$ cat config.mk
export PLATFORM = sky130hd
export DESIGN_NAME = mem_access_ctrl_flat
export DESIGN_NICKNAME = d
export VERILOG_FILES = /design/src/rtl/mem_access_ctrl_pkg.sv /design/src/rtl/mem_access_ctrl_if.sv /design/src/rtl/mem_timeout_cnt.sv /design/src/rtl/mem_access_ctrl.sv /design/src/flat_wrapper.sv
export SDC_FILE = /design/constraint.sdc
export NUM_CORES = 1
export LEC_CHECK = 0
export CORE_ASPECT_RATIO = 0.5
export CORE_MARGIN = 8
export CORE_UTILIZATION = 40
export CTS_CLUSTER_DIAMETER = 50
export CTS_CLUSTER_SIZE = 8
export DETAILED_ROUTE_END_ITERATION = 6
export GPL_ROUTABILITY_DRIVEN = 0
export PLACE_DENSITY_LB_ADDON = 0.2
export SLEW_MARGIN = 30
export SYNTH_ARGS = -nofsm -noshare
export SYNTH_HDL_FRONTEND = slang
export SYNTH_HIERARCHICAL = 1
export SYNTH_SLANG_ARGS = --single-unit
$ cat constraint.sdc
create_clock -name clk -period 2.1 [get_ports clk]
set_input_delay 0.42 -clock clk [delete_from_list [all_inputs] [get_ports clk]]
set_output_delay 0.42 -clock clk [all_outputs]
set_load 0.1 [all_outputs]
$ cat src/rtl/mem_access_ctrl_pkg.sv
// mem_access_ctrl_pkg: state encoding and shared constants for the MEM-stage access controller
package mem_access_ctrl_pkg;
  localparam int DW = 16;
  localparam int TIMEOUT_MAX = 15;
  typedef enum logic [1:0] {IDLE, REQ, DONE, ERR} state_t;
endpackage

$ cat src/rtl/mem_access_ctrl_if.sv
// mem_access_ctrl_if: data-memory request/ack bus between the MEM stage and memory
interface mem_access_ctrl_if;
  import mem_access_ctrl_pkg::*;
  logic mem_req;
  logic mem_we;
  logic [DW-1:0] mem_addr;
  logic [DW-1:0] mem_wdata;
  logic mem_ack;
  logic [DW-1:0] mem_rdata;
  modport master (output mem_req, mem_we, mem_addr, mem_wdata, input mem_ack, mem_rdata);
  modport slave (input mem_req, mem_we, mem_addr, mem_wdata, output mem_ack, mem_rdata);
endinterface

$ cat src/rtl/mem_timeout_cnt.sv
// mem_timeout_cnt: counts un-acked request cycles; expired flags the cycle whose count would reach TIMEOUT_MAX
module mem_timeout_cnt
  import mem_access_ctrl_pkg::*;
(
  input  logic clk,
  input  logic rst_n,
  input  logic clear,
  input  logic enable,
  output logic expired
);
  logic [3:0] cnt;
  always_ff @(posedge clk or negedge rst_n)
    if (!rst_n) cnt <= '0;
    else if (clear) cnt <= '0;
    else if (enable) cnt <= cnt + 4'd1;
  assign expired = enable & (cnt == 4'(TIMEOUT_MAX - 1));
endmodule

$ cat src/rtl/mem_access_ctrl.sv
// mem_access_ctrl: MEM-stage controller issuing one memory request per load/store and stalling the pipe until ack
module mem_access_ctrl
  import mem_access_ctrl_pkg::*;
(
  input  logic          clk,
  input  logic          rst_n,
  input  logic          em_valid,
  input  logic          em_mem_rd,
  input  logic          em_mem_wr,
  input  logic [DW-1:0] em_addr,
  input  logic [DW-1:0] em_wdata,
  mem_access_ctrl_if.master mem,
  output logic          stall,
  output logic [DW-1:0] im_dmem_out,
  output logic          im_kill,
  output logic          im_err
);
  state_t state;
  logic access, expired;
  assign access = em_valid & (em_mem_rd | em_mem_wr);
  mem_timeout_cnt u_cnt (
    .clk(clk),
    .rst_n(rst_n),
    .clear(state == IDLE),
    .enable((state == REQ) & ~mem.mem_ack),
    .expired(expired)
  );
  always_ff @(posedge clk or negedge rst_n)
    if (!rst_n) begin
      state <= IDLE;
      mem.mem_req <= 1'b0;
      mem.mem_we <= 1'b0;
      mem.mem_addr <= '0;
      mem.mem_wdata <= '0;
      im_dmem_out <= '0;
    end else begin
      case (state)
        IDLE: if (access) begin
          state <= em_addr[0] ? ERR : REQ;
          mem.mem_req <= ~em_addr[0];
          if (!em_addr[0]) begin
            mem.mem_we <= em_mem_wr & ~em_mem_rd;
            mem.mem_addr <= em_addr;
            mem.mem_wdata <= em_wdata;
          end
        end
        REQ: if (mem.mem_ack) begin
          state <= DONE;
          mem.mem_req <= 1'b0;
          if (!mem.mem_we) im_dmem_out <= mem.mem_rdata;
        end else if (expired) begin
          state <= ERR;
          mem.mem_req <= 1'b0;
        end
        default: state <= IDLE;
      endcase
    end
  // gated by rst_n so a frozen EX/MEM access cannot stall the pipe while held in reset
  assign stall = rst_n & (((state == IDLE) & access) | (state == REQ));
  assign im_kill = stall;
  assign im_err = state == ERR;
endmodule

$ cat src/flat_wrapper.sv
// flat-port wrapper written by rule: the top's interface ports become plain ports
module mem_access_ctrl_flat import mem_access_ctrl_pkg::*;
  (clk, rst_n, em_valid, em_mem_rd, em_mem_wr, em_addr, em_wdata, stall, im_dmem_out, im_kill, im_err, mem_mem_req, mem_mem_we, mem_mem_addr, mem_mem_wdata, mem_mem_ack, mem_mem_rdata);
  mem_access_ctrl_if mem_i ();
  input  logic clk;
  input  logic rst_n;
  input  logic em_valid;
  input  logic em_mem_rd;
  input  logic em_mem_wr;
  input  logic [DW-1:0] em_addr;
  input  logic [DW-1:0] em_wdata;
  output logic stall;
  output logic [DW-1:0] im_dmem_out;
  output logic im_kill;
  output logic im_err;
  output wire logic [$bits(mem_i.mem_req)-1:0] mem_mem_req;
  output wire logic [$bits(mem_i.mem_we)-1:0] mem_mem_we;
  output wire logic [$bits(mem_i.mem_addr)-1:0] mem_mem_addr;
  output wire logic [$bits(mem_i.mem_wdata)-1:0] mem_mem_wdata;
  input wire logic [$bits(mem_i.mem_ack)-1:0] mem_mem_ack;
  input wire logic [$bits(mem_i.mem_rdata)-1:0] mem_mem_rdata;
  assign mem_mem_req = mem_i.mem_req;
  assign mem_mem_we = mem_i.mem_we;
  assign mem_mem_addr = mem_i.mem_addr;
  assign mem_mem_wdata = mem_i.mem_wdata;
  assign mem_i.mem_ack = mem_mem_ack;
  assign mem_i.mem_rdata = mem_mem_rdata;
  mem_access_ctrl u_core (.clk(clk), .rst_n(rst_n), .em_valid(em_valid), .em_mem_rd(em_mem_rd), .em_mem_wr(em_mem_wr), .em_addr(em_addr), .em_wdata(em_wdata), .mem(mem_i), .stall(stall), .im_dmem_out(im_dmem_out), .im_kill(im_kill), .im_err(im_err));
endmodule
==> key figures <==
Die
  • Die W: 122 um
  • Starting density of the core: 41.2%
  • Die height: 68.8 um
  • I/O pin cnt: 107
  • Core footprint: 5420 sq um
  • DIE AREA: 8370 sq um
  • Site row count: 19

Global route
  • GRT Overall Usage: 11.7%
  • First-pass GRT wire length: 7760 um
  • Initial antenna violation count: 0
  • Largest net degree at the start of global routing: 56
  • Vias in the first global route: 1663
  • GR Overflow Total: 0

Drt
  • DR pass1 iterations: 4
  • Residual DRC count: 0
  • Routed wire length: 4930 um
  • Vias: 1503
  • Post-DR vias/cell: 4.61
  • Drt wl/cell: 15.1 um
  • Detail Route Antenna Nets: 0
  • DRT iter0 DRCs: 49

Final layout
  • Proportion of layout cells with a drive suffix above 1: 46.6%
  • FF/Latch Area: 1380 sq um
  • Multi-input logic area: 802 sq um
  • Post-Layout Cell Count: 326
  • Layout area overhead: 51.0%
  • Filler cell count: 431
  • Final Net Count: 308
  • Antenna Cells: 0

Synth
  • Post-synthesis sequential area ratio: 61.7%
  • Top-count cell post-synth: dfrtp_1
  • Async set-reset flop share out of synthesis: 100%
  • Syn Nets: 198
  • Most frequent cells after synthesis: dfrtp_1, mux2_2, nor2_1
  • YS warnings: 6
  • Top FF cell, synth: dfrtp_1
  • Syn avg cell area: 15.7 sq um
  • Yosys reg bits: 55
  • Ranking of synthesized cells by area: dfrtp_1, mux2_2, buf_4
  • Mapped Cells: 142
  • Top-area cell type share of the netlist area: 61.7%
  • Synthesized area: 2230 sq um
  • Unique cell type count in the Yosys netlist: 28
  • Synth area leader: dfrtp_1
  • Number of synthesized flops with an enable pin: 0

Timing
  • RSZ-0062 raised after global routing: no
  • Slew of the pin with the lowest slew margin: 664 ps
  • Max Clock Skew: 6.54 ps
  • Final TNS setup: 0 ps
  • Slew headroom: 55.7%
  • Final Cycle Share: 95.4%
  • Fmax: 499 MHz
  • Final hold viol count: 0
  • Post-layout min period: 2000 ps
  • Setup violators final: 0
  • Fin. max-slew vios: 0

CTS
  • Worst skew pair latency: 300 ps
  • Clk pin slew, worst setup/hold paths: 90 ps
  • CTS tree: done
  • Clk sink count: 55
  • Post-CTS setup buffer count: 0
  • Htree depth: 2
  • Num CTS Buffers: 5
  • Post_cts resized: 0
  • Hold buffer count at cts: 0
  • CTS root buffer: clkbuf_8
  • Clock tree buffer depth: 2

Flow run
  • Maxcap violations: 0

Worst setup path
  • Worst endpoint required time: 1680 ps
  • Critical path class: in2out
  • CP Capture Type: primary output
  • Critical path startpoint category: input port
  • Crit Path Max Fanout: 2
  • CP Data Arrival Time: 1580 ps

Placed design
  • I/O Buffers: 105
  • Placed insts: 318
  • Detailed placement HPWL: 3840 um

Min path
  • Hold Crit Class: in2async

Outcome
  • Status: completed
## cell usage in the layout, fill, tap and decap left out, types with 3 or more instances in the layout
cell	synthesis	layout
mux2_2	46	46
dfrtp_1	55	55
clkinv_2	0	3
nor2_1	6	5
buf_4	5	51
clkdlybuf4s50_1	0	52
buf_12	0	5
a21oi_1	3	3
clkbuf_8	0	5
## logic make-up (layout without fill, tap and decap cells)
family | count (synthesis) | after routing | share of synthesized area, %
buffers and inverters | 8 | 119 | 2.69
AO/OA/AOI/OAI | 8 | 8 | 2.58
AND/OR/NAND/NOR | 18 | 18 | 6.45
XOR/XNOR | 1 | 1 | 0.393
flip-flops | 55 | 55 | 61.7
multiplexers | 49 | 49 | 24.9
adder cells (fa/ha/maj) | 2 | 2 | 1.12
other | 1 | 1 | 0.168
## worst max-delay path: stages
cell and delay (ps):
clkdlybuf4s50_1 420, o21a_1 220, o21bai_1 260, nor2_4 80, buf_12 170
## final timing paths
path / startpoint / endpoint / slack, ps / cells past startpoint
min in group clk: u_core/mem.mem_addr[10]$_DFFE_PN0P_ / u_core/mem.mem_addr[10]$_DFFE_PN0P_ / 490 / 1
max in group asynchronous: rst_n / u_core/im_dmem_out[1]$_DFFE_PN0P_ / 1410 / 2
min: rst_n / u_core/mem.mem_addr[3]$_DFFE_PN0P_ / 260 / 2
max: em_mem_rd / stall / 100 / 5
min reg2reg: u_core/mem.mem_addr[10]$_DFFE_PN0P_ / u_core/mem.mem_addr[10]$_DFFE_PN0P_ / 490 / 1
max reg2reg: u_core/state[0]$_DFFE_PN0P_ / u_core/mem.mem_req$_DFFE_PN0P_ / 410 / 5
## layer usage
| layer | track usage (%) | vias up | share of wire (%) |
|---|---|---|---|
| met2 | 21.6 | 61 | 51 |
| li1 | - | 717 | - |
| met4 | 4.11 | 0 | 0.73 |
| met1 | 12.2 | 723 | 39 |
| met3 | 4.79 | 2 | 9.4 |
| met5 | 0 | - | 0 |
## per-stage QoR
stage / utilization, % / cell area [sq um] / worst slack, ps / hold WS [ps]
2_1_floorplan: - / 2240 / 92.5 / 124
3_3_place_gp: 60.6 / 3290 / 57.1 / 474
3_5_place_dp: 60.6 / 3290 / 16.5 / 478
4_1_cts: 62.2 / 3370 / 75.8 / 277
5_1_grt: 62.2 / 3370 / 8.80 / 320
6_report: 62.2 / 3370 / 97.2 / 259
## state kept, by name, indices dropped and copies added, names as in the netlist
signal and cells:
u_core/u_cnt/cnt 4, u_core/mem.mem_we 1, u_core/mem.mem_wdata 16, u_core/mem.mem_req 1, u_core/state 2, u_core/mem.mem_addr 15
u_core/im_dmem_out 16
## layout make-up
type / instances / share of cell area [%]
multi-input cells: 79 / 23.8
flip-flops and latches: 55 / 40.8
clock inverters: 3 / 0.446
inverters: 2 / 0.223
repair buffers: 109 / 29.9
well taps: 73 / 2.71
clock buffers: 5 / 2.04
Power is left out: the tool's default activity adds up to more than one toggle a clock period on the data nets, which glitch-free logic cannot reach.
